==> src/rtl/bin_scan_scheduler.sv <==
// Display-select scheduler for three bins: round-robin scan, alarm pre-emption
// with hysteresis, and a single-outstanding collection request handshake.
module bin_scan_scheduler #(
    parameter int         DWELL     = 16,
    parameter logic [7:0] ALARM_ON  = 8'd230,
    parameter logic [7:0] ALARM_OFF = 8'd204
) (
    input  logic       clk,
    input  logic       rst,
    input  logic [7:0] bin1_cap,
    input  logic [7:0] bin2_cap,
    input  logic [7:0] bin3_cap,
    output logic       sel1,
    output logic       sel2,
    output logic       sel3,
    output logic [2:0] alarm,
    output logic       collect_req,
    output logic [1:0] collect_bin,
    input  logic       collect_ack
);
    localparam int CW = (DWELL > 2) ? $clog2(DWELL) : 1;
    localparam logic [CW-1:0] LAST = CW'(DWELL - 1);

    typedef enum logic {SCAN, ALERT} state_t;

    state_t        state, state_n;
    logic [CW-1:0] cnt, cnt_n;
    logic [2:0]    sel, sel_n;        // {bin3, bin2, bin1}
    logic [2:0]    alarm_r, alarm_n;
    logic          req, req_n;
    logic [1:0]    bin, bin_n;
    logic [2:0]    serviced, serviced_n;
    logic [2:0]    pending, ack_mask;
    logic [7:0]    cap [3];

    assign cap[0] = bin1_cap;
    assign cap[1] = bin2_cap;
    assign cap[2] = bin3_cap;

    function automatic logic [2:0] lowest(input logic [2:0] m);
        if (m[0])      return 3'b001;
        else if (m[1]) return 3'b010;
        else if (m[2]) return 3'b100;
        else           return 3'b000;
    endfunction

    // Next alarmed bin in cyclic order after cur; falls back to cur itself.
    function automatic logic [2:0] next_after(input logic [2:0] cur, input logic [2:0] m);
        logic [2:0] r1, r2;
        r1 = {cur[1:0], cur[2]};
        r2 = {cur[0], cur[2:1]};
        if ((r1 & m) != 3'b000)      return r1;
        else if ((r2 & m) != 3'b000) return r2;
        else                         return cur;
    endfunction

    function automatic logic [1:0] index_of(input logic [2:0] oh);
        if (oh[0])      return 2'd1;
        else if (oh[1]) return 2'd2;
        else if (oh[2]) return 2'd3;
        else            return 2'd0;
    endfunction

    always_comb begin
        for (int i = 0; i < 3; i++) begin
            if (cap[i] >= ALARM_ON)      alarm_n[i] = 1'b1;
            else if (cap[i] < ALARM_OFF) alarm_n[i] = 1'b0;
            else                         alarm_n[i] = alarm_r[i];
        end
    end

    always_comb begin
        state_n = state;
        sel_n   = sel;
        cnt_n   = (cnt == LAST) ? '0 : cnt + CW'(1);
        case (state)
            SCAN: begin
                if (alarm_r != 3'b000) begin
                    state_n = ALERT;
                    sel_n   = lowest(alarm_r);
                    cnt_n   = '0;
                end else if (cnt == LAST) begin
                    sel_n = {sel[1:0], sel[2]};
                end
            end
            ALERT: begin
                // Losing the current bin's alarm overrides dwell timing.
                if (alarm_r == 3'b000) begin
                    state_n = SCAN;
                    sel_n   = 3'b001;
                    cnt_n   = '0;
                end else if ((alarm_r & sel) == 3'b000 || cnt == LAST) begin
                    sel_n = next_after(sel, alarm_r);
                    cnt_n = '0;
                end
            end
            default: begin
                state_n = SCAN;
                sel_n   = 3'b001;
                cnt_n   = '0;
            end
        endcase
    end

    always_comb begin
        req_n    = req;
        bin_n    = bin;
        ack_mask = 3'b000;
        pending  = alarm_r & ~serviced;
        if (req) begin
            if (collect_ack) begin
                req_n    = 1'b0;
                bin_n    = 2'd0;
                ack_mask = {bin == 2'd3, bin == 2'd2, bin == 2'd1};
            end
        end else if (pending != 3'b000) begin
            req_n = 1'b1;
            bin_n = index_of(lowest(pending));
        end
        // A bin becomes eligible again once its alarm has dropped.
        serviced_n = (serviced & alarm_r) | ack_mask;
    end

    always_ff @(posedge clk or posedge rst) begin
        if (rst) begin
            state    <= SCAN;
            cnt      <= '0;
            sel      <= 3'b001;
            alarm_r  <= 3'b000;
            req      <= 1'b0;
            bin      <= 2'd0;
            serviced <= 3'b000;
        end else begin
            state    <= state_n;
            cnt      <= cnt_n;
            sel      <= sel_n;
            alarm_r  <= alarm_n;
            req      <= req_n;
            bin      <= bin_n;
            serviced <= serviced_n;
        end
    end

    assign sel1        = sel[0];
    assign sel2        = sel[1];
    assign sel3        = sel[2];
    assign alarm       = alarm_r;
    assign collect_req = req;
    assign collect_bin = bin;
endmodule

==> config.mk <==
export PLATFORM = sky130hd
export DESIGN_NAME = bin_scan_scheduler
export DESIGN_NICKNAME = d
export VERILOG_FILES = /design/src/rtl/bin_scan_scheduler.sv
export SDC_FILE = /design/constraint.sdc
export NUM_CORES = 1
export LEC_CHECK = 0
export CORE_ASPECT_RATIO = 1.25
export CORE_MARGIN = 2
export CORE_UTILIZATION = 48
export DETAILED_ROUTE_END_ITERATION = 10
export PLACE_DENSITY = 0.84
export SLEW_MARGIN = 20
export SYNTH_ARGS = -nofsm -noshare
export SYNTH_HDL_FRONTEND = slang
export SYNTH_SLANG_ARGS = --single-unit
==> constraint.sdc <==
create_clock -name clk -period 4.5 [get_ports clk]
set_input_delay 1.35 -clock clk [delete_from_list [all_inputs] [get_ports clk]]
set_output_delay 1.35 -clock clk [all_outputs]
set_load 0.02 [all_outputs]
==> results of run 1 <==
==> cell type report <==
type                            count  area share
Timing Repair Buffer               32       0.230
Inverter                            9      0.0261
Tap cell                           31      0.0279
Clock buffer                        3      0.0162
Clock inverter                      1     0.00540
Sequential cell                    17       0.307
Multi-Input combinational cell     89       0.387
==> logic make-up after synthesis <==
kind of cell / share of synthesized area
AO/OA/AOI/OAI: 0.259
XOR/XNOR: 0.0164
adder cells (fa/ha/maj): 0.0117
buffers and inverters: 0.0972
flip-flops: 0.399
multiplexers: 0.0468
AND/OR/NAND/NOR: 0.170
==> layout by cell type (no fill, tap or decap), types with 2 or more instances in the layout <==
cell type / instances
a31oi_1: 7
o211ai_1: 3
nand2_1: 17
nand3_1: 3
o21ai_0: 9
inv_2: 2
o21ai_1: 3
o32ai_1: 2
o21a_1: 2
nand2b_1: 4
dfrtp_1: 16
a21oi_1: 7
clkdlybuf4s50_1: 32
nor3_1: 2
mux2_4: 2
nor2_1: 12
a21o_1: 2
mux2i_1: 2
inv_1: 6
clkbuf_4: 3
==> state kept, by name, summed over array words and instances, names as in the netlist <==
name / flops
state: 1
cnt: 4
serviced: 3
collect_bin: 2
alarm: 3
collect_req: 1
sel: 3
==> metal layers <==
metal	vias to the layer above	wire length, um	track usage
met5	-	0	0
met4	0	14	0.0694
met3	2	90	0.0289
met2	24	1290	0.337
met1	468	938	0.253
li1	490	-	-
==> stage by stage <==
step	utilization	std cells	hold slack (ps)
3_5_place_dp	0.629	178	462
4_1_cts	0.643	182	483
3_3_place_gp	0.629	178	452
2_1_floorplan	-	122	433
5_1_grt	0.643	182	493
6_report	0.643	182	485
==> power by group through the flow <==
stage | clock network (uW) | registers, uW | logic (uW)
after floorplan | 0 | 265 | 172
final | 82.9 | 266 | 244
after global routing | 95.3 | 277 | 268
after detailed placement | 0 | 269 | 246
after CTS | 86.6 | 265 | 248
after global placement | 0 | 265 | 239
==> final timing paths <==
check,slack (ps),to
max,1510,alarm[0]
min,480,cnt[0]$_DFF_PP0_
max reg2reg,2490,sel[1]$_DFFE_PP0P_
min reg2reg,480,cnt[0]$_DFF_PP0_
max in group asynchronous,2640,alarm[1]$_DFFE_PP0P_
min in group asynchronous,1440,cnt[2]$_DFF_PP0_
==> worst reg2reg max path: stages, from the launching register on <==
cell      delay [ps]
dfrtp_1          550
a222oi_1         500
a31oi_1          130
a221oi_2         230
o22a_4           220
mux2_4           290
==> summary.md, run 1 <==
| Metric | Value |
|---|---|
| Gpl congestion | `0.801` |
| Post_cts resized | `0` |
| Vias per inst | `5.41` |
| Port bufs | `32` |
| Fin. Hold Viols | `0` |
| Commonest cells in the netlist | `nand2_1, dfrtp_1, nor2_1, o21ai_0` |
| Crit-path slowest cell | `clkdlybuf4s50_1` |
| Pint | `366 uW` |
| Clock slew at reported path FFs | `100 ps` |
| Synth warn | `0` |
| WP buf/inv | `1` |
| Register area share after synthesis | `0.399` |
| First-pass GRT wire length | `4.01 mm` |
| DR pass1 iterations | `4` |
| R2R cell count | `5` |
| Reg area | `427 um^2` |
| # setup viols final | `0` |
| Routed WL | `2.33 mm` |
| Ys async rst share | `1.00` |
| Post-synth EDFFs | `0` |
| HP Start | `cnt[0]$_DFF_PP0_` |
| Final Instance Area | `0.00139 mm^2` |
| Overall routing resource usage | `0.201` |
| Most instantiated library cell after synthesis | `nand2_1` |
| Filler Cell Count | `186` |
| #FFs+latches synth | `17` |
| PwrDens | `427 mW/mm^2` |
| Die height | `56.8 um` |
| Final Total Pwr | `594 uW` |
| TNS Setup | `0 ps` |
| Die ar. | `0.00262 mm^2` |
| Mapped Cells | `122` |
| Die X | `46.2 um` |
| Area of the multi-input gates | `538 um^2` |
| Cell variety after synth | `37` |
| WP depth | `1` |
| Area Overhead vs Synth | `30.1%` |
| Leakage | `0.000585 uW` |
| Post-Syn Nets | `150` |
| Worst path cell trace | `clkdlybuf4s50_1` |
| Fmax | `334 MHz` |
| Worst EP required | `3150 ps` |
| Slew Viols, Final | `0` |
| Post-Place Cell Area | `0.00136 mm^2` |
| Synth area leaders | `dfrtp_1, nand2_1, o21ai_0, nor2_1, a31oi_1` |
| Cells on Worst Hold Path | `1` |
| Initial drt markers | `33` |
| Initial antenna violation count | `0` |
| CTS Buf Count | `3` |
| Critical Path Source Type | `flop` |
| Root Driver | `clkbuf_4` |
| Nets | `180` |
| Routed wire length per instance | `12.8 um` |
| Final HPWL DP | `1.80 mm` |
| Clk pwr share | `0.140` |
| Slowest stage delay, CP | `710 ps` |
| Final min period | `2990 ps` |
| Slew @ Worst Pin | `652 ps` |
| H-tree Lvls | `1` |
| Most used DFF post-synth | `dfrtp_1` |
| Core area | `0.00216 mm^2` |
| Fin crit share | `0.664` |
| Vias in the first global route | `953` |
| CTS tree | `done` |
| Initial Util | `0.494` |
| Synth top area share | `0.375` |
| Switching Share | `0.383` |
| Setup bufs post-CTS | `0` |
| Drt drc | `0` |
| Std-Cell Rows | `19` |
| Pre-CTS setup slack | `1830 ps` |
| Gr ovfl total | `0` |
| Worst-path fanout max | `13` |
| Mean Syn Cell Area | `8.76 um^2` |
| Worst R2R Start | `alarm[2]$_DFFE_PP0P_` |
| DR vias | `984` |
| Worst path top cell family by delay | `buffers and inverters` |
| Relative slew slack | `0.565` |
| Max-Cap Viols | `0` |
| Sink Count | `17` |
| Worst Path Arrival | `1640 ps` |
| Largest net degree at the start of global routing | `18` |
| RSZ-0062 raised after global routing | `false` |
| Ant diodes | `0` |
| Crit path capture type | `output pin` |
| Sw power | `228 uW` |
| # IOs | `36` |
| WS Path Type | `reg2out` |
| Hold_buf cts | `0` |
| Reg power frac | `0.449` |
| CTS Buffer Depth | `2` |
| Dominant cell type by area after synthesis | `dfrtp_1` |
| Worst-case clock skew | `1.60 ps` |
| Worst min path class | `reg2reg` |
| Critical path origin | `alarm[0]$_DFFE_PP0P_` |
| Fin worst setup slack | `1510 ps` |
| Share of layout cells above drive strength 1 | `0.0927` |
| Final ANT Viol Nets | `0` |
| Maximum vdd drop | `0.327 mV` |
| Worst skew pair latency | `280 ps` |
| Status | `completed` |
| Cell area after synthesis | `0.00107 mm^2` |
| Logic pwr share | `0.412` |
(Power assumes the default switching activity.)
==> run 2: changes to the inputs <==
- CORE_UTILIZATION: 48 -> 45
- PLACE_DENSITY: 0.84 -> 0.79
- clock period: 4.5 -> 3.1 ns (I/O delays scaled with it)
==> run 2 against run 1 <==
Against the previous run:
- wire length fell by 0.99%
- global-route usage fell by 0.78 points
- largest power group unchanged
- core utilization fell by 1.8 points
- non-clock buffer count rose by 1
- total power rose by 44%
- die area rose by 6.1%
- sequential power rose by 44%
- first-iteration DRC count fell by 15%
==> summary.md, run 2 (synthesis results as in run 1) <==
| Metric | Value |
|---|---|
| Status | `completed` |
| DR pass1 iterations | `4` |
| H-tree Lvls | `1` |
| Slew Viols, Final | `0` |
| CTS tree | `done` |
| Crit-path slowest cell | `clkdlybuf4s50_1` |
| CTS Buffer Depth | `2` |
| CTS Buf Count | `3` |
| Gpl congestion | `0.844` |
| Crit path capture type | `output pin` |
| Final min period | `2580 ps` |
| Fin crit share | `0.832` |
| Worst skew pair latency | `280 ps` |
| DR vias | `979` |
| Largest net degree at the start of global routing | `18` |
| Vias per inst | `5.35` |
| Drt drc | `0` |
| Worst-case clock skew | `3.39 ps` |
| Ant diodes | `0` |
| Slowest stage delay, CP | `700 ps` |
| Pint | `531 uW` |
| Post-Place Cell Area | `0.00137 mm^2` |
| Clock slew at reported path FFs | `100 ps` |
| Std-Cell Rows | `19` |
| Final HPWL DP | `1.76 mm` |
| Worst Path Arrival | `1650 ps` |
| Area Overhead vs Synth | `30.6%` |
| Fin worst setup slack | `522 ps` |
| Die height | `58.5 um` |
| Initial drt markers | `28` |
| Sink Count | `17` |
| Final Instance Area | `0.00140 mm^2` |
| Maximum vdd drop | `0.480 mV` |
| Pre-CTS setup slack | `845 ps` |
| Max-Cap Viols | `0` |
| Root Driver | `clkbuf_4` |
| Sw power | `327 uW` |
| RSZ-0062 raised after global routing | `false` |
| Die ar. | `0.00278 mm^2` |
| Hold_buf cts | `0` |
| Worst path cell trace | `clkdlybuf4s50_1` |
| Commonest non-fill, non-tap cell in the layout | `clkdlybuf4s50_1` |
| # setup viols final | `0` |
| Nets | `181` |
| Gr ovfl total | `0` |
| Slew @ Worst Pin | `654 ps` |
| Reg power frac | `0.447` |
| Worst EP required | `2170 ps` |
| Switching Share | `0.381` |
| TNS Setup | `0 ps` |
| Post_cts resized | `0` |
| Final ANT Viol Nets | `0` |
| Die X | `47.6 um` |
| Fin. Hold Viols | `0` |
| Reg with most FFs | `cnt` |
| Setup bufs post-CTS | `0` |
| Routed WL | `2.31 mm` |
| Initial Util | `0.478` |
| Worst path top cell family by delay | `buffers and inverters` |
| Core area | `0.00223 mm^2` |
| Commonest cells after routing, fill and taps aside | `clkdlybuf4s50_1, nand2_1, dfrtp_1, nor2_1, o21ai_0` |
| Max reg flops | `4` |
| Critical Path Source Type | `flop` |
| # IOs | `36` |
| Relative slew slack | `0.564` |
| Fmax | `388 MHz` |
| Share of layout cells above drive strength 1 | `0.0987` |
| Port bufs | `32` |
| Routed wire length per instance | `12.6 um` |
| Overall routing resource usage | `0.193` |
| PwrDens | `615 mW/mm^2` |
| Vias in the first global route | `964` |
| First-pass GRT wire length | `3.95 mm` |
| Worst min path class | `reg2reg` |
| WP buf/inv | `1` |
| Leakage | `0.000594 uW` |
| WS Path Type | `reg2out` |
| Worst-path fanout max | `16` |
| Clk pwr share | `0.136` |
| Initial antenna violation count | `0` |
| Logic pwr share | `0.417` |
run 2: changes by cell type in the layout (fill, tap and decap cells not counted):
cell,change
buf_4,+1
clkinv_2,+1
clkinvlp_4,-1
run 2: final timing paths:
check / end / slack (ps) / from / cells after the start
setup / recovery: alarm[1] / 520 / alarm[1]$_DFFE_PP0P_ / 1
hold / removal: cnt[0]$_DFF_PP0_ / 470 / cnt[0]$_DFF_PP0_ / 1
setup reg to reg: sel[1]$_DFFE_PP0P_ / 1080 / alarm[1]$_DFFE_PP0P_ / 5
hold reg to reg: cnt[0]$_DFF_PP0_ / 470 / cnt[0]$_DFF_PP0_ / 1
max in group asynchronous: alarm[0]$_DFFE_PP0P_ / 1660 / rst / 2
min in group asynchronous: cnt[3]$_DFF_PP0_ / 1020 / rst / 2
run 2: power by group through the flow:
stage | Sequential, uW | Combinational, uW | Clock (uW)
after floorplan | 385 | 249 | 0
after global placement | 381 | 351 | 0
after detailed placement | 386 | 359 | 0
after CTS | 382 | 360 | 123
after global routing | 397 | 393 | 134
final | 383 | 358 | 116
run 2: cell type report:
cell class              count  area [um^2]
clock buffers               3         22.5
clock inverters             1         5.00
fillers                   198          840
inverters                   9         36.3
multi-input cells          89          538
flip-flops and latches     17          427
well taps                  31         38.8
repair buffers             33          328
run 2: metrics by stage:
| stage | hold slack (ps) | std cells | power (uW) | util |
|---|---|---|---|---|
| 2_1_floorplan | 433 | 122 | 634 | - |
| 3_3_place_gp | 446 | 179 | 732 | 0.612 |
| 3_5_place_dp | 461 | 179 | 744 | 0.612 |
| 4_1_cts | 475 | 183 | 866 | 0.624 |
| 5_1_grt | 498 | 183 | 924 | 0.624 |
| 6_report | 471 | 183 | 858 | 0.624 |
run 2: layer usage:
metal | wire [um] | track usage | up-vias
met5 | 0 | 0 | -
li1 | - | - | 494
met4 | 16 | 0.0695 | 0
met1 | 948 | 0.250 | 460
met3 | 86 | 0.0368 | 2
met2 | 1260 | 0.315 | 23
==> run 3: changes to the inputs <==
- clock period: 3.1 -> 2.65 ns (I/O delays scaled with it)
==> run 3 against run 2 <==
Against the previous run:
- largest power group unchanged
- total power rose by 18%
- highest routed layer unchanged
- cell count up 0.55%
- cell area increased by 0.45%
==> summary.md, run 3 (synthesis results as in run 1) <==
| Metric | Value |
|---|---|
| First-pass GRT wire length | `4.26 mm` |
| Worst skew pair latency | `280 ps` |
| Hold_buf cts | `0` |
| WS Path Type | `reg2out` |
| Worst EP required | `1860 ps` |
| Clock slew at reported path FFs | `90 ps` |
| Area Overhead vs Synth | `31.1%` |
| Area of the multi-input gates | `538 um^2` |
| Die ar. | `0.00278 mm^2` |
| Worst R2R Start | `alarm[2]$_DFFE_PP0P_` |
| Initial Util | `0.478` |
| Initial drt markers | `28` |
| RSZ-0062 raised after global routing | `false` |
| Port bufs | `32` |
| Slowest stage delay, CP | `660 ps` |
| Core area | `0.00223 mm^2` |
| Fmax | `421 MHz` |
| Vias per inst | `5.44` |
| Sink Count | `17` |
| Gr ovfl total | `0` |
| Crit path capture type | `output pin` |
| Largest net degree at the start of global routing | `18` |
| Reg area | `427 um^2` |
| Slew @ Worst Pin | `641 ps` |
| Die X | `47.6 um` |
| Gpl congestion | `0.835` |
| DR top layer | `met4` |
| Ant diodes | `0` |
| Final min period | `2380 ps` |
| PwrDens | `720 mW/mm^2` |
| Max reg flops | `4` |
| Relative slew slack | `0.572` |
| R2R cell count | `5` |
| TNS Setup | `0 ps` |
| DR pass1 iterations | `5` |
| Routed WL | `2.42 mm` |
| Worst path top cell family by delay | `flip-flops` |
| Maximum vdd drop | `0.465 mV` |
| Share of layout cells above drive strength 1 | `0.0980` |
| Filler Cell Count | `199` |
| Commonest cells after routing, fill and taps aside | `clkdlybuf4s50_1, nand2_1, dfrtp_1, nor2_1, o21ai_0` |
| Worst-case clock skew | `3.55 ps` |
| Initial antenna violation count | `0` |
| Hold Crit Endpoint | `cnt[0]$_DFF_PP0_` |
| Vias in the first global route | `997` |
| HP Start | `cnt[0]$_DFF_PP0_` |
| Drt drc | `0` |
| Routed wl met3 | `78 um` |
| R2R Setup Slk | `660 ps` |
| H-tree Lvls | `1` |
| Non-filler instance count after layout | `184` |
| CTS Buf Count | `3` |
| Cells on Worst Hold Path | `1` |
| Worst min path class | `reg2reg` |
| Overall routing resource usage | `0.207` |
| Worst-path fanout max | `12` |
| Worst Path Arrival | `1580 ps` |
| Commonest non-fill, non-tap cell in the layout | `clkdlybuf4s50_1` |
| Die height | `58.5 um` |
| Met2 Routed Length | `1.25 mm` |
| Worst r2r dst | `sel[1]$_DFFE_PP0P_` |
| WL met1 | `1.07 mm` |
| Fin crit share | `0.896` |
| Worst path cell trace | `clkdlybuf4s50_1` |
| Critical Path Source Type | `flop` |
| Routed wire length per instance | `13.1 um` |
| Leakage | `0.000597 uW` |
| Setup bufs post-CTS | `0` |
| Root Driver | `clkbuf_4` |
| Fin. Hold Viols | `0` |
| Final ANT Viol Nets | `0` |
| Crit-path slowest cell | `dfstp_2` |
| Slew Viols, Final | `0` |
| Reg with most FFs | `cnt` |
| Cell count after placement | `180` |
| Nets | `182` |
| WP buf/inv | `1` |
| CTS Buffer Depth | `2` |
| CTS tree | `done` |
| Std-Cell Rows | `19` |
| Max-Cap Viols | `0` |
| # IOs | `36` |
| Post_cts resized | `0` |
| Status | `completed` |
| # setup viols final | `0` |
| DR vias | `1001` |
| Final HPWL DP | `1.80 mm` |
[run 3: how the worst max path moves through the flow]
| stage | startpoint | end | slack, ps | cells past startpoint |
|---|---|---|---|---|
| 3_5_place_dp | sel[0]$_DFFE_PP1P_ | sel1 | 600 | 1 |
| 4_1_cts | sel[0]$_DFFE_PP1P_ | sel1 | 270 | 1 |
| 3_3_place_gp | alarm[2]$_DFFE_PP0P_ | alarm[2] | 610 | 1 |
| 6_report | sel[0]$_DFFE_PP1P_ | sel1 | 270 | 1 |
| 5_1_grt | alarm[2]$_DFFE_PP0P_ | alarm[2] | 180 | 1 |
| 2_1_floorplan | sel[2]$_DFFE_PP0P_ | sel[1]$_DFFE_PP0P_ | 800 | 6 |
[run 3: final cells by class]
class | instances | area share
Inverter | 9 | 0.0259
Timing Repair Buffer | 34 | 0.239
Tap cell | 31 | 0.0277
Sequential cell | 17 | 0.304
Multi-Input combinational cell | 89 | 0.384
Clock buffer | 4 | 0.0188
[run 3: report_power, final]
group	total, uW	leakage, uW	internal (uW)	switching [uW]
Combinational	419	0.000361	234	185
Sequential	453	0.000221	332	121
Clock	137	0.0000150	58.4	79.0
[run 3: per-stage QoR]
step                utilization  power, uW  setup WS (ps)  cell area (um^2)  hold WS (ps)
floorplan                     -        742            804              1070           433
finish                    0.627       1010            274              1400           478
CTS                       0.627       1010            269              1400           476
global placement          0.615        858            608              1380           445
detailed placement        0.615        874            596              1380           463
global route              0.627       1080            181              1400           514
[run 3: worst register-to-register path, cell delays in order, from the launching register on]
cell and delay (ps):
dfrtp_1 530, a222oi_1 490, a31oi_1 130, a221oi_2 220, o22a_4 210, mux2_4 290
[run 3: routing by layer]
layer  vias up  track usage
li1        492            -
met1       480        0.270
met2        27        0.336
met3         2       0.0276
met4         0       0.0888
met5         -            0
